===== src/rtl/ddr_sref_pkg.sv =====
// Shared constants for the DDR4 self-refresh sequencer: FSM encodings, error codes
// and bit positions inside each channel's 8-bit SREF control/status byte.
package ddr_sref_pkg;

   typedef logic [3:0] state_t;

   localparam state_t ST_IDLE      = 4'd0;
   localparam state_t ST_ENTER_REQ = 4'd1;
   localparam state_t ST_GATE      = 4'd2;
   localparam state_t ST_PARKED    = 4'd3;
   localparam state_t ST_RELEASE   = 4'd4;
   localparam state_t ST_WAIT_CAL  = 4'd5;
   localparam state_t ST_SREF_EXIT = 4'd6;
   localparam state_t ST_FAULT     = 4'd7;

   localparam logic [1:0] ERR_NONE     = 2'd0;
   localparam logic [1:0] ERR_ILLEGAL  = 2'd1;
   localparam logic [1:0] ERR_ENTER_TO = 2'd2;
   localparam logic [1:0] ERR_CAL_TO   = 2'd3;

   localparam logic OP_ENTER = 1'b1;
   localparam logic OP_EXIT  = 1'b0;

   localparam int SREF_REQ   = 0;
   localparam int RESTORE_EN = 1;
   localparam int ACK        = 0;
   localparam int CAL        = 1;

   function automatic logic accepts_cmd(input state_t st);
      return (st == ST_IDLE) || (st == ST_PARKED);
   endfunction

   function automatic logic is_busy(input state_t st);
      return !((st == ST_IDLE) || (st == ST_PARKED) || (st == ST_FAULT));
   endfunction

endpackage


===== src/rtl/ddr_sref_sequencer_if.sv =====
// Command/status bundle between the shell control registers and the SREF sequencer.
interface ddr_sref_sequencer_if #(
   parameter int N_CH = 3
);
   logic            cmd_valid;
   logic            cmd_ready;
   logic            cmd_op;
   logic [N_CH-1:0] cmd_mask;
   logic            busy;
   logic [N_CH-1:0] in_sref;
   logic            done_pulse;
   logic            err_pulse;
   logic [1:0]      err_code;
   logic [3:0]      state_o;

   modport master (
      output cmd_valid, cmd_op, cmd_mask,
      input  cmd_ready, busy, in_sref, done_pulse, err_pulse, err_code, state_o
   );

   modport slave (
      input  cmd_valid, cmd_op, cmd_mask,
      output cmd_ready, busy, in_sref, done_pulse, err_pulse, err_code, state_o
   );
endinterface


===== src/rtl/sref_sync.sv =====
// Plain two-flop synchroniser for the MIG status bits, cleared by the async reset.
module sref_sync #(
   parameter int WIDTH = 2
) (
   input  logic             clk,
   input  logic             rst_n,
   input  logic [WIDTH-1:0] d,
   output logic [WIDTH-1:0] q
);
   logic [WIDTH-1:0] meta_r;
   logic [WIDTH-1:0] sync_r;

   // Two-stage capture of asynchronous status inputs
   always_ff @(posedge clk or negedge rst_n) begin
      if (!rst_n) begin
         meta_r <= {WIDTH{1'b0}};
         sync_r <= {WIDTH{1'b0}};
      end else begin
         meta_r <= d;
         sync_r <= meta_r;
      end
   end

   assign q = sync_r;
endmodule


===== src/rtl/ddr_sref_sequencer.sv =====
// Sequences DDR4 self-refresh entry/exit and MIG reset isolation around partial
// reconfiguration for up to N_CH host-side memory channels.
module ddr_sref_sequencer
   import ddr_sref_pkg::*;
#(
   parameter int N_CH            = 3,
   parameter int RST_HOLD_CYCLES = 16,
   parameter int TIMEOUT_CYCLES  = 1000000,
   parameter int CNT_W           = 20
) (
   input  logic                sys_clk,
   input  logic                sys_rst_n,
   ddr_sref_sequencer_if.slave ctrl,
   input  logic [8*N_CH-1:0]   sref_ctrl_in,
   output logic [8*N_CH-1:0]   sref_ctrl_out,
   output logic [N_CH-1:0]     mig_rst_n,
   output logic                reset_gate
);
   localparam logic [CNT_W-1:0] TIMEOUT_C   = CNT_W'(TIMEOUT_CYCLES);
   localparam logic [CNT_W-1:0] HOLD_LAST_C = CNT_W'(RST_HOLD_CYCLES - 1);
   localparam logic [CNT_W-1:0] CNT_ONE_C   = CNT_W'(1);
   localparam logic [N_CH-1:0]  NONE_C      = {N_CH{1'b0}};
   localparam logic [N_CH-1:0]  ALL_C       = {N_CH{1'b1}};

   logic [2*N_CH-1:0] raw_s;
   logic [2*N_CH-1:0] synced_s;
   logic [6*N_CH-1:0] unused_in_s;
   logic [N_CH-1:0]   ack_s;
   logic [N_CH-1:0]   cal_s;

   state_t            state_r;
   logic [N_CH-1:0]   m_r;
   logic [N_CH-1:0]   req_r;
   logic [N_CH-1:0]   rest_r;
   logic [N_CH-1:0]   mig_rst_r;
   logic              gate_r;
   logic [N_CH-1:0]   in_sref_r;
   logic              done_r;
   logic              err_r;
   logic [1:0]        code_r;
   logic              cmd_ready_r;
   logic              busy_r;
   logic [CNT_W-1:0]  cnt_r;

   state_t            state_nxt_s;
   logic [N_CH-1:0]   m_nxt_s;
   logic [N_CH-1:0]   req_nxt_s;
   logic [N_CH-1:0]   rest_nxt_s;
   logic [N_CH-1:0]   rst_nxt_s;
   logic              gate_nxt_s;
   logic [N_CH-1:0]   in_sref_nxt_s;
   logic              done_nxt_s;
   logic              err_nxt_s;
   logic [1:0]        code_nxt_s;

   logic              accept_s;
   logic [N_CH-1:0]   eff_mask_s;
   logic              illegal_s;
   logic              all_ack_s;
   logic              no_ack_s;
   logic              all_cal_s;
   logic              timeout_s;
   logic              hold_done_s;
   logic [N_CH-1:0]   left_s;

   for (genvar i = 0; i < N_CH; i++) begin : g_ch
      assign raw_s[2*i +: 2]                 = sref_ctrl_in[8*i +: 2];
      assign unused_in_s[6*i +: 6]           = sref_ctrl_in[8*i+2 +: 6];
      assign ack_s[i]                        = synced_s[2*i+ACK];
      assign cal_s[i]                        = synced_s[2*i+CAL];
      assign sref_ctrl_out[8*i+SREF_REQ]     = req_r[i];
      assign sref_ctrl_out[8*i+RESTORE_EN]   = rest_r[i];
      assign sref_ctrl_out[8*i+2 +: 6]       = 6'b000000;
   end

   sref_sync #(.WIDTH(2*N_CH)) u_sync (
      .clk   (sys_clk),
      .rst_n (sys_rst_n),
      .d     (raw_s),
      .q     (synced_s)
   );

   // On EXIT only channels actually parked count; an empty effective mask is rejected
   assign accept_s    = ctrl.cmd_valid & cmd_ready_r;
   assign eff_mask_s  = (state_r == ST_PARKED) ? (ctrl.cmd_mask & in_sref_r) : ctrl.cmd_mask;
   assign illegal_s   = (eff_mask_s == NONE_C)
                     || ((ctrl.cmd_op == OP_ENTER) && (state_r == ST_PARKED))
                     || ((ctrl.cmd_op == OP_EXIT)  && (state_r == ST_IDLE));
   assign all_ack_s   = ((ack_s & m_r) == m_r);
   assign no_ack_s    = ((ack_s & m_r) == NONE_C);
   assign all_cal_s   = ((cal_s & m_r) == m_r);
   assign timeout_s   = (cnt_r == TIMEOUT_C);
   assign hold_done_s = (cnt_r == HOLD_LAST_C);
   assign left_s      = in_sref_r & ~m_r;

   // Next-state and next-output decode; completion conditions are tested before timeouts
   always_comb begin
      state_nxt_s   = state_r;
      m_nxt_s       = m_r;
      req_nxt_s     = req_r;
      rest_nxt_s    = rest_r;
      rst_nxt_s     = mig_rst_r;
      gate_nxt_s    = gate_r;
      in_sref_nxt_s = in_sref_r;
      done_nxt_s    = 1'b0;
      err_nxt_s     = 1'b0;
      code_nxt_s    = code_r;
      case (state_r)
         ST_IDLE, ST_PARKED: begin
            if (accept_s) begin
               if (illegal_s) begin
                  err_nxt_s  = 1'b1;
                  code_nxt_s = ERR_ILLEGAL;
               end else if (ctrl.cmd_op == OP_ENTER) begin
                  code_nxt_s  = ERR_NONE;
                  m_nxt_s     = eff_mask_s;
                  req_nxt_s   = req_r | eff_mask_s;
                  state_nxt_s = ST_ENTER_REQ;
               end else begin
                  code_nxt_s  = ERR_NONE;
                  m_nxt_s     = eff_mask_s;
                  rest_nxt_s  = rest_r | eff_mask_s;
                  rst_nxt_s   = mig_rst_r | eff_mask_s;
                  state_nxt_s = ST_RELEASE;
               end
            end else begin
               state_nxt_s = state_r;
            end
         end
         ST_ENTER_REQ: begin
            if (all_ack_s) begin
               gate_nxt_s  = 1'b1;
               rst_nxt_s   = mig_rst_r & ~m_r;
               state_nxt_s = ST_GATE;
            end else if (timeout_s) begin
               req_nxt_s   = req_r & ~m_r;
               err_nxt_s   = 1'b1;
               code_nxt_s  = ERR_ENTER_TO;
               state_nxt_s = ST_IDLE;
            end else begin
               state_nxt_s = ST_ENTER_REQ;
            end
         end
         ST_GATE: begin
            if (hold_done_s) begin
               in_sref_nxt_s = in_sref_r | m_r;
               done_nxt_s    = 1'b1;
               state_nxt_s   = ST_PARKED;
            end else begin
               state_nxt_s = ST_GATE;
            end
         end
         ST_RELEASE: begin
            gate_nxt_s  = 1'b0;
            state_nxt_s = ST_WAIT_CAL;
         end
         ST_WAIT_CAL: begin
            if (all_cal_s) begin
               req_nxt_s   = req_r & ~m_r;
               rest_nxt_s  = rest_r & ~m_r;
               state_nxt_s = ST_SREF_EXIT;
            end else if (timeout_s) begin
               err_nxt_s   = 1'b1;
               code_nxt_s  = ERR_CAL_TO;
               state_nxt_s = ST_FAULT;
            end else begin
               state_nxt_s = ST_WAIT_CAL;
            end
         end
         ST_SREF_EXIT: begin
            if (no_ack_s) begin
               in_sref_nxt_s = left_s;
               done_nxt_s    = 1'b1;
               state_nxt_s   = (left_s == NONE_C) ? ST_IDLE : ST_PARKED;
            end else if (timeout_s) begin
               err_nxt_s   = 1'b1;
               code_nxt_s  = ERR_CAL_TO;
               state_nxt_s = ST_FAULT;
            end else begin
               state_nxt_s = ST_SREF_EXIT;
            end
         end
         ST_FAULT: begin
            state_nxt_s = ST_FAULT;
         end
         default: begin
            state_nxt_s = ST_FAULT;
         end
      endcase
   end

   // State, outputs and the watchdog counter, which restarts on every state change
   always_ff @(posedge sys_clk or negedge sys_rst_n) begin
      if (!sys_rst_n) begin
         state_r     <= ST_IDLE;
         m_r         <= NONE_C;
         req_r       <= NONE_C;
         rest_r      <= NONE_C;
         mig_rst_r   <= ALL_C;
         gate_r      <= 1'b0;
         in_sref_r   <= NONE_C;
         done_r      <= 1'b0;
         err_r       <= 1'b0;
         code_r      <= ERR_NONE;
         cmd_ready_r <= 1'b1;
         busy_r      <= 1'b0;
         cnt_r       <= {CNT_W{1'b0}};
      end else begin
         state_r     <= state_nxt_s;
         m_r         <= m_nxt_s;
         req_r       <= req_nxt_s;
         rest_r      <= rest_nxt_s;
         mig_rst_r   <= rst_nxt_s;
         gate_r      <= gate_nxt_s;
         in_sref_r   <= in_sref_nxt_s;
         done_r      <= done_nxt_s;
         err_r       <= err_nxt_s;
         code_r      <= code_nxt_s;
         cmd_ready_r <= accepts_cmd(state_nxt_s);
         busy_r      <= is_busy(state_nxt_s);
         if (state_nxt_s != state_r) begin
            cnt_r <= {CNT_W{1'b0}};
         end else if (timeout_s) begin
            cnt_r <= cnt_r;
         end else begin
            cnt_r <= cnt_r + CNT_ONE_C;
         end
      end
   end

   assign mig_rst_n       = mig_rst_r;
   assign reset_gate      = gate_r;
   assign ctrl.cmd_ready  = cmd_ready_r;
   assign ctrl.busy       = busy_r;
   assign ctrl.in_sref    = in_sref_r;
   assign ctrl.done_pulse = done_r;
   assign ctrl.err_pulse  = err_r;
   assign ctrl.err_code   = code_r;
   assign ctrl.state_o    = state_r;
endmodule


===== src/flat_wrapper.sv =====
// flat-port wrapper written by rule: the top's interface ports become plain ports
module ddr_sref_sequencer_flat import ddr_sref_pkg::*;
#(
   parameter int N_CH            = 3,
   parameter int RST_HOLD_CYCLES = 16,
   parameter int TIMEOUT_CYCLES  = 1000000,
   parameter int CNT_W           = 20
)
  (sys_clk, sys_rst_n, sref_ctrl_in, sref_ctrl_out, mig_rst_n, reset_gate, ctrl_cmd_valid, ctrl_cmd_op, ctrl_cmd_mask, ctrl_cmd_ready, ctrl_busy, ctrl_in_sref, ctrl_done_pulse, ctrl_err_pulse, ctrl_err_code, ctrl_state_o);
  ddr_sref_sequencer_if #(.N_CH(N_CH)) ctrl_i ();
  input  logic sys_clk;
  input  logic sys_rst_n;
  input  logic [8*N_CH-1:0] sref_ctrl_in;
  output logic [8*N_CH-1:0] sref_ctrl_out;
  output logic [N_CH-1:0] mig_rst_n;
  output logic reset_gate;
  input wire logic [$bits(ctrl_i.cmd_valid)-1:0] ctrl_cmd_valid;
  input wire logic [$bits(ctrl_i.cmd_op)-1:0] ctrl_cmd_op;
  input wire logic [$bits(ctrl_i.cmd_mask)-1:0] ctrl_cmd_mask;
  output wire logic [$bits(ctrl_i.cmd_ready)-1:0] ctrl_cmd_ready;
  output wire logic [$bits(ctrl_i.busy)-1:0] ctrl_busy;
  output wire logic [$bits(ctrl_i.in_sref)-1:0] ctrl_in_sref;
  output wire logic [$bits(ctrl_i.done_pulse)-1:0] ctrl_done_pulse;
  output wire logic [$bits(ctrl_i.err_pulse)-1:0] ctrl_err_pulse;
  output wire logic [$bits(ctrl_i.err_code)-1:0] ctrl_err_code;
  output wire logic [$bits(ctrl_i.state_o)-1:0] ctrl_state_o;
  assign ctrl_i.cmd_valid = ctrl_cmd_valid;
  assign ctrl_i.cmd_op = ctrl_cmd_op;
  assign ctrl_i.cmd_mask = ctrl_cmd_mask;
  assign ctrl_cmd_ready = ctrl_i.cmd_ready;
  assign ctrl_busy = ctrl_i.busy;
  assign ctrl_in_sref = ctrl_i.in_sref;
  assign ctrl_done_pulse = ctrl_i.done_pulse;
  assign ctrl_err_pulse = ctrl_i.err_pulse;
  assign ctrl_err_code = ctrl_i.err_code;
  assign ctrl_state_o = ctrl_i.state_o;
  ddr_sref_sequencer #(.N_CH(N_CH), .RST_HOLD_CYCLES(RST_HOLD_CYCLES), .TIMEOUT_CYCLES(TIMEOUT_CYCLES), .CNT_W(CNT_W)) u_core (.sys_clk(sys_clk), .sys_rst_n(sys_rst_n), .ctrl(ctrl_i), .sref_ctrl_in(sref_ctrl_in), .sref_ctrl_out(sref_ctrl_out), .mig_rst_n(mig_rst_n), .reset_gate(reset_gate));
endmodule

===== config.mk =====
export PLATFORM = sky130hd
export DESIGN_NAME = ddr_sref_sequencer_flat
export DESIGN_NICKNAME = d
export VERILOG_FILES = /design/src/rtl/ddr_sref_pkg.sv /design/src/rtl/ddr_sref_sequencer_if.sv /design/src/rtl/sref_sync.sv /design/src/rtl/ddr_sref_sequencer.sv /design/src/flat_wrapper.sv
export SDC_FILE = /design/constraint.sdc
export NUM_CORES = 1
export LEC_CHECK = 0
export CORE_ASPECT_RATIO = 0.7
export CORE_MARGIN = 5
export CORE_UTILIZATION = 39
export CTS_CLUSTER_SIZE = 28
export DETAILED_ROUTE_END_ITERATION = 7
export HOLD_SLACK_MARGIN = 0.03
export PLACE_DENSITY_LB_ADDON = 0.08
export SLEW_MARGIN = 5
export SYNTH_ARGS = -nofsm -noshare
export SYNTH_HDL_FRONTEND = slang
export SYNTH_SLANG_ARGS = --single-unit

===== constraint.sdc =====
create_clock -name sys_clk -period 6.2 [get_ports sys_clk]
set_clock_uncertainty 0.05 [all_clocks]
set_input_delay 0.62 -clock sys_clk [delete_from_list [all_inputs] [get_ports sys_clk]]
set_output_delay 0.62 -clock sys_clk [all_outputs]
set_load 0.005 [all_outputs]

==> qor.log <==
[status] result of the run complete, no violations
[timing] endpoints failing hold 0
[hold_path] class of the tightest hold or removal check flop to flop
[power_and_ir_drop] Leak Pwr 1.61 nW
[cts] H-tree levels 3
[cells_and_area] final layout net count 411
[grt] pin count of the biggest net entering global routing 59
[timing] total negative slack 0 ps
[synth] Yosys cell types 61
[critical_path] startpoint class of the critical path flop
[synth] most area-hungry cell type in the Yosys netlist dfrtp_1
[timing] worst setup slack after layout 2380 ps
[placement] # placed instances 472
[critical_path] endpoint kind of the worst setup timing path flop
[timing] max-slew violation total from the final report 0
[cts] TritonCTS clock tree yes
[power_and_ir_drop] Pwr per Cell Area 264 nW/µm²
[timing] number of setup violations in the final report 0
[placement] gpl congestion 0.909
[timing] setup repair after global routing missed its margin no
[job] count of max-cap constraint violations 0
[grt] aggregate global routing overflow 0
[cells_and_area] share of post-route cells with drive strength above 1 0.117
[synth] most used flip-flop cell after synthesis dfrtp_1
[synth] sequential-to-total area share from yosys stat 0.437
[critical_path] worst flop-to-flop path startpoint u_core.m_r[0]
[placement] minimum setup slack after placement 2520 ps
[critical_path] maximum fanout encountered on the critical timing path 20
[cts] # clock sinks 58
[critical_path] worst setup path startpoint u_core.m_r[0]
[synth] summed instance area of the synthesized netlist 3330 µm²
[critical_path] worst reg2reg path endpoint u_core.cnt_r[5]
[drt] first-pass detailed-route iteration total 5
[synth] biggest area contributors in the synthesized netlist dfrtp_1 41%, xnor2_1 4.2%, buf_4 4.1%, a211oi_2 3.8%, nand2_1 3.6%
[floorplan] overall die height 87.3 µm
[grt] number of global-route vias before repair 2508
[timing] slew margin rel. 0.270
[cts] post-CTS setup-driven buffer insertion count 0
[cts] buffer levels on the longest clock path 2
[cts] TritonCTS buffer count 9
[cts] cell at the root of the clock tree clkbuf_16
[critical_path] register-to-register setup slack 2380 ps
[synth] most common cell in the synthesized netlist dfrtp_1
[power_and_ir_drop] peak supply drop 0.154 mV
[synth] count of warnings emitted by yosys 0
[synth] Post-synth EDFFs 0
[drt] average detailed-routed wire length per instance 17.5 µm
[floorplan] Site Rows 28
[hold_path] number of instances on the worst hold path 0
[timing] minimum period implied by the final worst setup slack 3820 ps
[drt] post-route DRC violation count 0
[grt] gr usage total 0.172
[critical_path] class of the most critical setup path flop to flop
[drt] initial DRC count 247
[critical_path] endpoint arrival time on the critical path 3990 ps
[synth] Post-Syn Instances 346
[critical_path] data required time at the worst endpoint 6370 ps
[cts] number of gates given a new drive strength after cts 0
[cells_and_area] n_diodes 0
[cells_and_area] Final Non-Filler Cells 488
[drt] total number of vias 2701
[drt] total length of routed wires 8.56 mm
[synth] top post-synthesis cells by count 54 x dfrtp_1, 32 x nand2_1, 21 x a21oi_1
[drt] remaining antenna violation count after routing 0
[timing] Final period util 0.616
[floorplan] overall die width 120 µm
[synth] Async SR Flop Fraction 1.00
[critical_path] number of cell instances on the worst register-to-register path 5
[synth] FF+latch count, synth 58
[floorplan] core area 8370 µm²
[drt] mean number of vias per cell 5.53
[timing] achievable clock frequency 0.262 GHz
[cts] latest clock arrival within the worst-skew pair 340 ps
[floorplan] I/O pin count 72
[timing] actual slew at the worst max-slew pin 1090 ps
[grt] first-pass GRT wire length 13.9 mm
[synth] mean instance size in the synthesized netlist 9.63 µm²
[placement] placed wire-length estimate 5.97 mm
[cts] clk slew on worst S/H paths 50 ps
[synth] share of Yosys cell area claimed by the top area cell type 0.406
[cells_and_area] area delta synth->final 19.3%
[hold_path] Hold Crit Start u_core.u_sync.meta_r[4]
[floorplan] Initial Utilization 0.398
[cts] CTS Hold Buffers Added 0
[floorplan] Die Outline Area 10500 µm²
[hold_path] WHS Endpoint u_core.u_sync.q[4]
[placement] count of buffers inserted at the top-level ports 35
[grt] antenna violations before repair 0
==> how the worst max path moves through the flow <==
stage,to,slack (ps)
after floorplan,u_core.cnt_r[1],3720
after CTS,u_core.cnt_r[6],2530
after detailed placement,u_core.cnt_r[2],2520
final,u_core.cnt_r[5],2380
after global placement,u_core.cnt_r[2],2540
after global routing,u_core.cnt_r[6],2230
==> registers in the layout, summed over array words and instances (netlist names), named ones only <==
name                    cells
u_core.cnt_r               20
u_core.ctrl.busy            1
u_core.ctrl.cmd_ready       1
u_core.ctrl.done_pulse      1
u_core.ctrl.err_code        2
u_core.ctrl.err_pulse       1
u_core.ctrl.state_o         4
u_core.m_r                  3
u_core.mig_rst_n            3
u_core.req_r                3
u_core.reset_gate           1
u_core.rest_r               3
u_core.u_sync.meta_r        6
u_core.u_sync.q             6
==> cells by family (layout without fill, tap and decap cells) <==
logic type / after synthesis / in the layout / synth area share
multiplexers: 4 / 4 / 0.0128
other: 1 / 19 / 0.00113
adder cells (fa/ha/maj): 2 / 2 / 0.00751
AND/OR/NAND/NOR: 119 / 119 / 0.196
XOR/XNOR: 18 / 18 / 0.0473
flip-flops: 58 / 58 / 0.437
AO/OA/AOI/OAI: 98 / 98 / 0.216
buffers and inverters: 46 / 65 / 0.0819
==> stage by stage <==
step            util  hold WS, ps  cell area (µm²)  power [W]
2_1_floorplan      -          274             3400   0.000486
5_1_grt        0.474          310             3970    0.00109
6_report       0.474          294             3970    0.00105
3_5_place_dp   0.438          286             3670   0.000549
3_3_place_gp   0.438          285             3670   0.000547
4_1_cts        0.474          297             3970    0.00106
==> placed cells by master (no fill, tap or decap), types with 4 or more instances in the layout <==
master	netlist	layout
nand2_1	32	32
and3_1	4	4
nor4_1	4	4
o21ai_0	19	19
o21a_1	4	4
clkbuf_16	0	9
a311oi_1	5	5
o211ai_1	5	5
nor2_1	15	15
a21oi_1	21	20
a211oi_2	10	10
nand3_1	12	12
a211oi_1	7	7
nand2b_1	14	14
nand4_1	7	7
dfrtp_1	54	54
nor3_1	8	8
inv_1	12	12
dfstp_2	4	4
xnor2_1	16	16
clkdlybuf4s50_1	0	34
conb_1	1	19
or2_2	5	5
==> final cells by class <==
type                       count  area (µm²)
sequential                    58        1460
clock buffer                  12         256
clock inverter                 4        50.0
inverter                      12        45.0
fill                         796        4400
multi-input combinational    260        1670
tap                          105         131
timing repair buffer          37         360
==> per-layer routing <==
metal | wire (µm) | track usage | up-vias
li1 | - | - | 1294
met3 | 693 | 0.0643 | 4
met5 | 0 | 0 | -
met2 | 3240 | 0.208 | 105
met1 | 4580 | 0.274 | 1298
met4 | 45 | 0.0514 | 0
==> where the power goes <==
group          switching (W)  internal [W]  leakage [nW]  total, W
clock network       0.000176      0.000332         0.145  0.000508
registers          0.0000224      0.000409         0.719  0.000432
logic              0.0000465     0.0000630         0.743  0.000109
==> critical path, cell delays in order, from the launching register on <==
cell	delay (ps)
dfrtp_1	500
a222oi_1	870
a41oi_1	390
a221oi_2	510
nand3_1	880
a211oi_1	500
Note: power is estimated with default switching activity, not from simulation.
